## src/rtl/qnigma_dns_resolver_pkg.sv

```systemverilog
// Shared types and constants for the DNS (AAAA) resolver and its answer cache.
package qnigma_dns_resolver_pkg;

  localparam int HOST_BYTES = 16;
  localparam int MAX_DNS_SRV = 4;

  localparam int UDP_HEADER_LEN = 8;
  localparam int DNS_HEADER_LEN = 12;
  localparam int DNS_QUERY_INFO_LEN = 4;

  typedef logic [127:0] ip_t;

  typedef struct packed {
    logic [7:0]              lng;
    logic [HOST_BYTES*8-1:0] str;
  } hostname_t;

  typedef enum logic [0:0] {REF_IP_LL, REF_IP_GLB} ref_ip_t;

  typedef struct packed {
    ip_t         rem;
    ref_ip_t     loc_ref;
    logic [7:0]  pro;
    logic [7:0]  hop;
    logic [15:0] lng;
  } meta_ip_t;

  typedef struct packed {
    logic [15:0] src;
    logic [15:0] dst;
    logic [15:0] lng;
  } meta_udp_t;

  typedef struct packed {
    hostname_t   hst;
    ip_t         addr;
    logic [31:0] ttl;
    logic [15:0] tid;
    logic [15:0] flg;
    logic [15:0] num;
    logic [15:0] ans;
    logic [15:0] aut;
    logic [15:0] add;
    logic [15:0] typ;
    logic [15:0] cls;
  } meta_dns_t;

  localparam logic [15:0] DNS_SERVER_PORT        = 16'd53;
  localparam logic [15:0] DNS_DEFAULT_LOCAL_PORT = 16'd53535;
  localparam logic [15:0] DNS_FLAGS_QUERY        = 16'h0100;
  localparam logic [15:0] DNS_TYPE_AAAA          = 16'd28;
  localparam logic [15:0] DNS_CLASS_IN           = 16'd1;
  localparam logic [7:0]  DNS_HOP_LIMIT          = 8'd64;
  localparam logic [7:0]  IP_PROTO_UDP           = 8'd17;
  localparam ip_t DNS_IP_ADDR_PRI = 128'h2001_4860_4860_0000_0000_0000_0000_8888;

  typedef enum logic [2:0] {
    ST_IDLE, ST_LOOKUP, ST_REQUEST, ST_RESPOND, ST_NEXT_SERV
  } state_t;

  function automatic logic [31:0] ttl_clip(input logic [31:0] ttl, input logic [31:0] cap);
    return (ttl > cap) ? cap : ttl;
  endfunction

endpackage

```

## src/rtl/qnigma_dns_resolver_cache.sv

```systemverilog
// Hostname->address answer cache: one compare port walked by index, TTL aging in
// seconds, first-free / round-robin replacement and a global flush.
module qnigma_dns_resolver_cache
  import qnigma_dns_resolver_pkg::*;
#(
  parameter int DEPTH = 4,
  parameter int IW    = (DEPTH > 1) ? $clog2(DEPTH) : 1
) (
  input  logic          clk_i,
  input  logic          rst_n_i,
  input  logic          tick_s_i,
  input  logic          flush_i,
  input  logic [IW-1:0] lkp_idx_i,
  input  hostname_t     lkp_host_i,
  output logic          lkp_hit_o,
  output ip_t           lkp_ip_o,
  input  logic          wr_i,
  input  hostname_t     wr_host_i,
  input  ip_t           wr_ip_i,
  input  logic [31:0]   wr_ttl_i
);

  logic [DEPTH-1:0] vld_q;
  hostname_t        host_q [DEPTH];
  ip_t              ip_q   [DEPTH];
  logic [31:0]      ttl_q  [DEPTH];
  logic [IW-1:0]    vic_q;
  logic [IW-1:0]    wr_sel;
  logic             wr_free;
  logic             expiring;

  always_comb begin
    wr_sel  = vic_q;
    wr_free = 1'b0;
    for (int i = 0; i < DEPTH; i++) begin
      if (!wr_free && !vld_q[i]) begin
        wr_sel  = IW'(i);
        wr_free = 1'b1;
      end
    end
  end

  // An entry that ages out this very cycle, or any flush, forces a miss.
  assign expiring  = tick_s_i && (ttl_q[lkp_idx_i] == 32'd1);
  assign lkp_hit_o = vld_q[lkp_idx_i] && (host_q[lkp_idx_i] == lkp_host_i) &&
                     !expiring && !flush_i;
  assign lkp_ip_o  = ip_q[lkp_idx_i];

  always_ff @(posedge clk_i) begin
    for (int i = 0; i < DEPTH; i++) begin
      if (tick_s_i && vld_q[i]) ttl_q[i] <= ttl_q[i] - 32'd1;
    end
    if (wr_i) begin
      host_q[wr_sel] <= wr_host_i;
      ip_q[wr_sel]   <= wr_ip_i;
      ttl_q[wr_sel]  <= wr_ttl_i;
    end
  end

  always_ff @(posedge clk_i) begin
    if (!rst_n_i) begin
      vld_q <= '0;
      vic_q <= '0;
    end else if (flush_i) begin
      vld_q <= '0;
    end else begin
      for (int i = 0; i < DEPTH; i++) begin
        if (tick_s_i && vld_q[i] && (ttl_q[i] == 32'd1)) vld_q[i] <= 1'b0;
      end
      if (wr_i) begin
        vld_q[wr_sel] <= 1'b1;
        if (!wr_free) vic_q <= (vic_q == IW'(DEPTH-1)) ? '0 : vic_q + 1'b1;
      end
    end
  end

endmodule

```

## src/rtl/qnigma_dns_resolver.sv

```systemverilog
// AAAA resolver: cache lookup, query issue with per-try timeout and retries,
// transaction-ID matching and RDNSS server rotation.
//
// state      | meaning
// IDLE       | waiting for req; hostname latched on accept
// LOOKUP     | compare one cache entry per cycle
// REQUEST    | bump tid/try, arm timer, raise tx_pend
// RESPOND    | wait for matching reply or timeout
// NEXT_SERV  | rotate server slot, report failure, solicit RA
module qnigma_dns_resolver
  import qnigma_dns_resolver_pkg::*;
#(
  parameter int CACHE_DEPTH = 4,
  parameter int TIMEOUT_MS  = 1000,
  parameter int TRIES       = 3,
  parameter int MAX_SRV     = MAX_DNS_SRV,
  parameter int TTL_CAP_S   = 3600,
  parameter int BASE_TID    = 12345
) (
  input  logic       clk_i,
  input  logic       rst_n_i,
  input  logic       tick_ms_i,
  input  logic       tick_s_i,
  input  logic       dns_avl_i,
  input  ip_t        dns_ip_i,
  output logic [7:0] dns_idx_o,
  input  hostname_t  hostname_i,
  input  logic       req_i,
  input  logic       flush_i,
  output logic       acc_o,
  output logic       val_o,
  output logic       err_o,
  output logic       hit_o,
  output ip_t        addr_o,
  input  logic       rcv_i,
  input  meta_udp_t  rx_meta_udp_i,
  input  meta_dns_t  rx_meta_dns_i,
  output meta_ip_t   tx_meta_ip_o,
  output meta_udp_t  tx_meta_udp_o,
  output meta_dns_t  tx_meta_dns_o,
  output logic       tx_pend_o,
  input  logic       tx_acpt_i,
  input  logic       tx_done_i,
  output logic       rs_send_o
);

  localparam int IW  = (CACHE_DEPTH > 1) ? $clog2(CACHE_DEPTH) : 1;
  localparam int TW  = $clog2(TIMEOUT_MS + 1);
  localparam int TRW = $clog2(TRIES + 1);

  state_t         state_q;
  logic [IW-1:0]  idx_q;
  logic [TW-1:0]  tmr_q;
  logic [TRW-1:0] try_q;
  logic [15:0]    tid_q;
  logic [7:0]     dns_idx_q;
  hostname_t      host_q;
  ip_t            addr_q;
  logic           acc_q, val_q, err_q, hit_q, rs_send_q, tx_pend_q;
  meta_ip_t       tx_ip_q;
  meta_udp_t      tx_udp_q;
  meta_dns_t      tx_dns_q;
  logic           wr_q;
  ip_t            wr_ip_q;
  logic [31:0]    wr_ttl_q;

  logic           c_hit;
  ip_t            c_ip;
  logic           rx_ok;
  logic [15:0]    qry_lng;
  logic           unused_ok;

  qnigma_dns_resolver_cache #(.DEPTH(CACHE_DEPTH), .IW(IW)) u_cache (
    .clk_i      (clk_i),
    .rst_n_i    (rst_n_i),
    .tick_s_i   (tick_s_i),
    .flush_i    (flush_i),
    .lkp_idx_i  (idx_q),
    .lkp_host_i (host_q),
    .lkp_hit_o  (c_hit),
    .lkp_ip_o   (c_ip),
    .wr_i       (wr_q),
    .wr_host_i  (host_q),
    .wr_ip_i    (wr_ip_q),
    .wr_ttl_i   (wr_ttl_q)
  );

  assign rx_ok = rcv_i && (rx_meta_udp_i.src == DNS_SERVER_PORT) &&
                 (rx_meta_udp_i.dst == DNS_DEFAULT_LOCAL_PORT) &&
                 (rx_meta_dns_i.tid == tid_q) && rx_meta_dns_i.flg[15];

  assign qry_lng = 16'(UDP_HEADER_LEN + DNS_HEADER_LEN + DNS_QUERY_INFO_LEN + 1) +
                   {8'd0, host_q.lng};

  // Receive fields the resolver has no use for.
  assign unused_ok = ^{rx_meta_udp_i.lng, rx_meta_dns_i.hst, rx_meta_dns_i.flg[14:4],
                       rx_meta_dns_i.num, rx_meta_dns_i.aut, rx_meta_dns_i.add,
                       rx_meta_dns_i.typ, rx_meta_dns_i.cls};

  always_ff @(posedge clk_i) begin
    if (!rst_n_i) begin
      state_q   <= ST_IDLE;
      idx_q     <= '0;
      tmr_q     <= '0;
      try_q     <= '0;
      tid_q     <= 16'(BASE_TID);
      dns_idx_q <= '0;
      host_q    <= '0;
      addr_q    <= '0;
      acc_q     <= 1'b0;
      val_q     <= 1'b0;
      err_q     <= 1'b0;
      hit_q     <= 1'b0;
      rs_send_q <= 1'b0;
      tx_pend_q <= 1'b0;
      tx_ip_q   <= '0;
      tx_udp_q  <= '0;
      tx_dns_q  <= '0;
      wr_q      <= 1'b0;
      wr_ip_q   <= '0;
      wr_ttl_q  <= '0;
    end else begin
      acc_q     <= 1'b0;
      val_q     <= 1'b0;
      err_q     <= 1'b0;
      hit_q     <= 1'b0;
      rs_send_q <= 1'b0;
      wr_q      <= 1'b0;
      case (state_q)
        ST_IDLE: begin
          if (req_i) begin
            host_q  <= hostname_i;
            acc_q   <= 1'b1;
            idx_q   <= '0;
            state_q <= ST_LOOKUP;
          end
        end
        ST_LOOKUP: begin
          if (c_hit) begin
            addr_q  <= c_ip;
            val_q   <= 1'b1;
            hit_q   <= 1'b1;
            state_q <= ST_IDLE;
          end else if (idx_q == IW'(CACHE_DEPTH-1)) begin
            try_q   <= '0;
            state_q <= ST_REQUEST;
          end else begin
            idx_q <= idx_q + 1'b1;
          end
        end
        ST_REQUEST: begin
          tid_q     <= tid_q + 16'd1;
          tmr_q     <= TW'(TIMEOUT_MS);
          try_q     <= try_q + 1'b1;
          tx_pend_q <= 1'b1;
          tx_ip_q   <= '{rem: dns_avl_i ? dns_ip_i : DNS_IP_ADDR_PRI, loc_ref: REF_IP_GLB,
                         pro: IP_PROTO_UDP, hop: DNS_HOP_LIMIT, lng: qry_lng};
          tx_udp_q  <= '{src: DNS_DEFAULT_LOCAL_PORT, dst: DNS_SERVER_PORT, lng: qry_lng};
          tx_dns_q  <= '{hst: host_q, addr: '0, ttl: '0, tid: tid_q + 16'd1,
                         flg: DNS_FLAGS_QUERY, num: 16'd1, ans: 16'd0, aut: 16'd0,
                         add: 16'd0, typ: DNS_TYPE_AAAA, cls: DNS_CLASS_IN};
          state_q   <= ST_RESPOND;
        end
        ST_RESPOND: begin
          if (tx_acpt_i || tx_done_i) tx_pend_q <= 1'b0;
          if (tick_ms_i && (tmr_q != '0)) tmr_q <= tmr_q - 1'b1;
          // A matching reply beats a timeout landing in the same cycle.
          if (rx_ok) begin
            tx_pend_q <= 1'b0;
            state_q   <= ST_IDLE;
            if ((rx_meta_dns_i.flg[3:0] == 4'd0) && (rx_meta_dns_i.ans != 16'd0)) begin
              val_q    <= 1'b1;
              addr_q   <= rx_meta_dns_i.addr;
              wr_q     <= (rx_meta_dns_i.ttl != 32'd0);
              wr_ip_q  <= rx_meta_dns_i.addr;
              wr_ttl_q <= ttl_clip(rx_meta_dns_i.ttl, 32'(TTL_CAP_S));
            end else begin
              err_q <= 1'b1;
            end
          end else if (tmr_q == '0) begin
            tx_pend_q <= 1'b0;
            state_q   <= (try_q < TRW'(TRIES)) ? ST_REQUEST : ST_NEXT_SERV;
          end
        end
        ST_NEXT_SERV: begin
          dns_idx_q <= (dns_idx_q == 8'(MAX_SRV-1)) ? 8'd0 : dns_idx_q + 8'd1;
          rs_send_q <= 1'b1;
          err_q     <= 1'b1;
          state_q   <= ST_IDLE;
        end
        default: state_q <= ST_IDLE;
      endcase
    end
  end

  assign dns_idx_o     = dns_idx_q;
  assign acc_o         = acc_q;
  assign val_o         = val_q;
  assign err_o         = err_q;
  assign hit_o         = hit_q;
  assign addr_o        = addr_q;
  assign rs_send_o     = rs_send_q;
  assign tx_pend_o     = tx_pend_q;
  assign tx_meta_ip_o  = tx_ip_q;
  assign tx_meta_udp_o = tx_udp_q;
  assign tx_meta_dns_o = tx_dns_q;

endmodule
```

## config.mk

```make
export PLATFORM = sky130hd
export DESIGN_NAME = qnigma_dns_resolver
export DESIGN_NICKNAME = d
export VERILOG_FILES = /design/src/rtl/qnigma_dns_resolver_pkg.sv /design/src/rtl/qnigma_dns_resolver_cache.sv /design/src/rtl/qnigma_dns_resolver.sv
export SDC_FILE = /design/constraint.sdc
export NUM_CORES = 2
export LEC_CHECK = 0
export ABC_AREA = 1
export CORE_AREA = 8 8 579 581
export CTS_CLUSTER_DIAMETER = 40
export DETAILED_ROUTE_END_ITERATION = 10
export DIE_AREA = 0 0 587 589
export PLACE_DENSITY = 0.48
export SYNTH_ARGS = -nofsm -noshare
export SYNTH_HDL_FRONTEND = slang
export SYNTH_HIERARCHICAL = 1
export SYNTH_SLANG_ARGS = --single-unit
```

## constraint.sdc

```tcl
create_clock -name clk_i -period 9.42 [get_ports clk_i]
set_input_delay 1.413 -clock clk_i [delete_from_list [all_inputs] [get_ports clk_i]]
set_output_delay 1.413 -clock clk_i [all_outputs]
set_load 0.01 [all_outputs]
```

==> results.cfg <==
[synth]
synth.lib_cells_used.distinct = 46
asyncSetResetFlopFracSynth = 0
post_synth_instance_area_sq_um = 81950
ys_seq_elements = 1942
yosys_warnings = 6
post-synth-top-area-cell = sky130_fd_sc_hd__edfxtp_1
post_synth_inst_count = 8632
yosys-top-cells-count = sky130_fd_sc_hd__nand2_1, sky130_fd_sc_hd__edfxtp_1, sky130_fd_sc_hd__o21ai_0
synth_sequential_area_ratio = 0.6190
synth_most_common_cell = sky130_fd_sc_hd__nand2_1
synth_top_flop_cell = sky130_fd_sc_hd__edfxtp_1
ys_top_cells_by_area = sky130_fd_sc_hd__edfxtp_1, sky130_fd_sc_hd__dfxtp_1, sky130_fd_sc_hd__nand2_1, sky130_fd_sc_hd__o21ai_0, sky130_fd_sc_hd__a21oi_1
number_of_enable_type_register_cells_in_the_synthesized_netlist = 1184
mean_area_per_synthesized_cell_sq_um = 9.493
netlist.area_leader.share = 0.4339

[die]
floorplan.initialDensity = 0.2515
design.portCount = 1521
dieWidth_um = 587
die_area_sq_um = 345700
core_sq_um = 325800
placementRows = 210
floorplan.die.height_um = 589

[setup_path]
ff2ff_path_depth = 19
critical_path.max_fanout = 80
cpMaxStageDelayCell = sky130_fd_sc_hd__buf_4
critical_path.startpoint = idx_q[0]$_SDFFE_PN0P_
reg2reg_from = idx_q[0]$_SDFFE_PN0P_
crit_arrival_ps = 6670
critical_path.endpoint = addr_o[58]$_SDFFE_PN0P_
max_stage_delay_ps = 830
worstSetupPathType = flop to flop
timing.critical_path.required_ps = 10130
critical_path.top_delay_family = buffers and inverters
reg2reg_capture_point = addr_o[58]$_SDFFE_PN0P_
path_cells = buf_4 -> buf_4 -> nand2_1 -> nand3_1 -> nand2_1 -> nand2_1 -> nand2_1 -> nor2_1 -> nand2_1 -> nor2_1 -> nand2_1 -> nor2_1 -> nand3_1 -> nor2_1 -> nand2_4 -> buf_4 -> buf_4 -> nand3_1 -> a21oi_1
r2r_slack_ps = 3460
critPathMostFrequentCell = sky130_fd_sc_hd__nand2_1
critical_path.startpoint_type = flop
critical_path.n_buffers_inverters = 4
worst-path-stages = 19
cp-end-kind = flop

[layout]
finalNetCount = 10250
final_core_util = 0.3279
fill_cells = 33310
drive_above_1_share = 0.07421
area.growth.synth_to_final_pct = 30.38
sequential_cell_area_sq_um = 50740
multi_input_comb_area_sq_um = 25790

[sta]
final.period_utilization = 0.6327
setup_repair_after_global_routing_missed_its_margin = false
worst_slew_margin_rel = 0.1139
setup_violations = 0
report.final.hold_viol_count = 0
report.final.slew_viol_count = 0
fmax_mhz = 167.8
post-route-min-period_ps = 5960
setup_ws_ps = 3460
hold_ws_ps = 442.5
skew_ps = 58.86
totalNegativeSetupSlack_ps = 0
worstMarginPinSlew_ps = 1315

[cts]
cts.root.buffer_cell = sky130_fd_sc_hd__clkbuf_16
ctsHoldBuffers = 0
cts_tree = built
insertion_delay_ps = 900
htree_levels = 5
clock-sinks = 1942
cts_resized = 0
cts.clk_slew.worst_paths_ps = 50
clock_tree_buf_depth = 4
number_of_buffers_created_by_cts = 352
post_cts.repair.setup_buffers = 0

[drt]
iteration_0_drc_count_of_the_detailed_router = 4284
detail_route.wirelength_um = 319100
postRouteAntennaNets = 0
via_per_inst = 4.484
overall_via_count_from_detail_route = 63550
remaining_drc_errors = 0
first_pass_iters = 5
route.detailed.wl_per_inst_um = 22.52

[global_route]
grt_max_degree = 209
number_of_antenna_violations_at_the_first_check_in_global_routing = 71
overflow = 0
grt_pass1_wl_um = 451900
track_usage = 0.1754
vias_in_the_first_global_route = 62110

[run]
cap_viol_max_count = 0

[placement]
dp_hpwl_um = 216300
place_congestion = 0.9181
pre_cts_ws_ps = 3316
port-buffer-count = 965

[worst_hold_path]
timing.hold.worst.start = wr_ttl_q[20]$_SDFFE_PN0P_
hold_path_class = flop to flop

[pwr]
leak_pwr_nw = 38.90
power_density_nw_per_um2 = 248.2
power.ir.vdd_worst_mv = 0.1533
power_mw = 26.52

[outcome]
run_status = finished, final reports clean
[state kept, by name (all words and copies together), names as in the netlist, 2 cells and up]
register	cells
tx_meta_dns_o	143
u_cache/vld_q	4
u_cache/vic_q	2
wr_ttl_q	32
tid_q	16
u_cache/ip_q	512
tmr_q	10
dns_idx_o	8
u_cache/host_q	544
host_q	136
tx_meta_udp_o	9
u_cache/ttl_q	128
state_q	3
tx_meta_ip_o	128
addr_o	128
wr_ip_q	128
idx_q	2
try_q	2
[layer usage]
metal  up-vias  share of wire  track usage
met1     30710           0.43       0.2236
met2      1874           0.45       0.2792
met4        62          0.020      0.03822
li1      30460              -            -
met5         -         0.0013            0
met3       447          0.096      0.07139
[metrics by stage]
step	instance area (sq um)	instances
final	106800	14170
after global routing	106800	14150
after CTS	106800	14140
after detailed placement	94330	13480
after global placement	94330	13480
after floorplan	83110	8943
[cell families after synthesis]
family | share of synthesized area
buf+inv | 0.08179
xor+xnor | 0.01144
fa+ha+maj | 0.002290
flops | 0.6190
compound gates | 0.1087
other cells | 0.00004576
simple gates | 0.1766
[cell usage in the layout (no fill, tap or decap), types with 15 or more instances in the layout]
| cell type | netlist | routed |
|---|---|---|
| sky130_fd_sc_hd__a21oi_1 | 705 | 705 |
| sky130_fd_sc_hd__a31oi_1 | 23 | 23 |
| sky130_fd_sc_hd__buf_4 | 356 | 65 |
| sky130_fd_sc_hd__bufinv_16 | 0 | 37 |
| sky130_fd_sc_hd__clkbuf_1 | 336 | 44 |
| sky130_fd_sc_hd__clkbuf_16 | 0 | 366 |
| sky130_fd_sc_hd__clkbuf_8 | 0 | 33 |
| sky130_fd_sc_hd__clkdlybuf4s50_1 | 0 | 963 |
| sky130_fd_sc_hd__clkinv_1 | 1 | 28 |
| sky130_fd_sc_hd__clkinv_2 | 0 | 47 |
| sky130_fd_sc_hd__clkinv_4 | 0 | 22 |
| sky130_fd_sc_hd__clkinvlp_4 | 0 | 24 |
| sky130_fd_sc_hd__conb_1 | 1 | 312 |
| sky130_fd_sc_hd__dfxtp_1 | 758 | 755 |
| sky130_fd_sc_hd__diode_2 | 0 | 30 |
| sky130_fd_sc_hd__edfxtp_1 | 1184 | 1184 |
| sky130_fd_sc_hd__ha_1 | 15 | 15 |
| sky130_fd_sc_hd__inv_1 | 495 | 494 |
| sky130_fd_sc_hd__inv_6 | 0 | 32 |
| sky130_fd_sc_hd__nand2_1 | 1967 | 1965 |
| sky130_fd_sc_hd__nand3_1 | 617 | 616 |
| sky130_fd_sc_hd__nand3b_1 | 93 | 93 |
| sky130_fd_sc_hd__nand4_1 | 31 | 31 |
| sky130_fd_sc_hd__nor2_1 | 689 | 685 |
| sky130_fd_sc_hd__nor3_1 | 42 | 41 |
| sky130_fd_sc_hd__o21ai_0 | 825 | 821 |
| sky130_fd_sc_hd__o22ai_1 | 129 | 129 |
| sky130_fd_sc_hd__xnor2_1 | 40 | 40 |
| sky130_fd_sc_hd__xor2_1 | 67 | 67 |
[worst min path at each step]
stage,to,cells past startpoint
3_5_place_dp,wr_ttl_q[20]$_SDFFE_PN0P_,2
6_report,wr_ttl_q[20]$_SDFFE_PN0P_,2
5_1_grt,wr_ttl_q[20]$_SDFFE_PN0P_,2
3_3_place_gp,wr_ttl_q[20]$_SDFFE_PN0P_,2
4_1_cts,wr_ttl_q[20]$_SDFFE_PN0P_,2
2_1_floorplan,wr_ttl_q[20]$_SDFFE_PN0P_,2
[layout make-up]
class / instances / share of cell area
flip-flops and latches: 1942 / 0.4749
well taps: 4346 / 0.05090
clock buffers: 443 / 0.09152
diodes: 30 / 0.0007027
inverters: 510 / 0.01820
clock inverters: 217 / 0.02487
multi-input cells: 5642 / 0.2414
repair buffers: 1043 / 0.09755
[power by group]
part	switching (mW)	leakage, nW	internal [mW]
clock network	4.64	6.03	8.46
registers	0.375	17.0	9.31
logic	2.45	15.8	1.27
[worst min-delay path: cells and delay by family, from the launching register on]
| family | cells | cell delay (ps) |
|---|---|---|
| flip-flops | 1 | 300 |
| AND/OR/NAND/NOR | 2 | 90 |
Note: power is estimated with default switching activity, not from simulation.
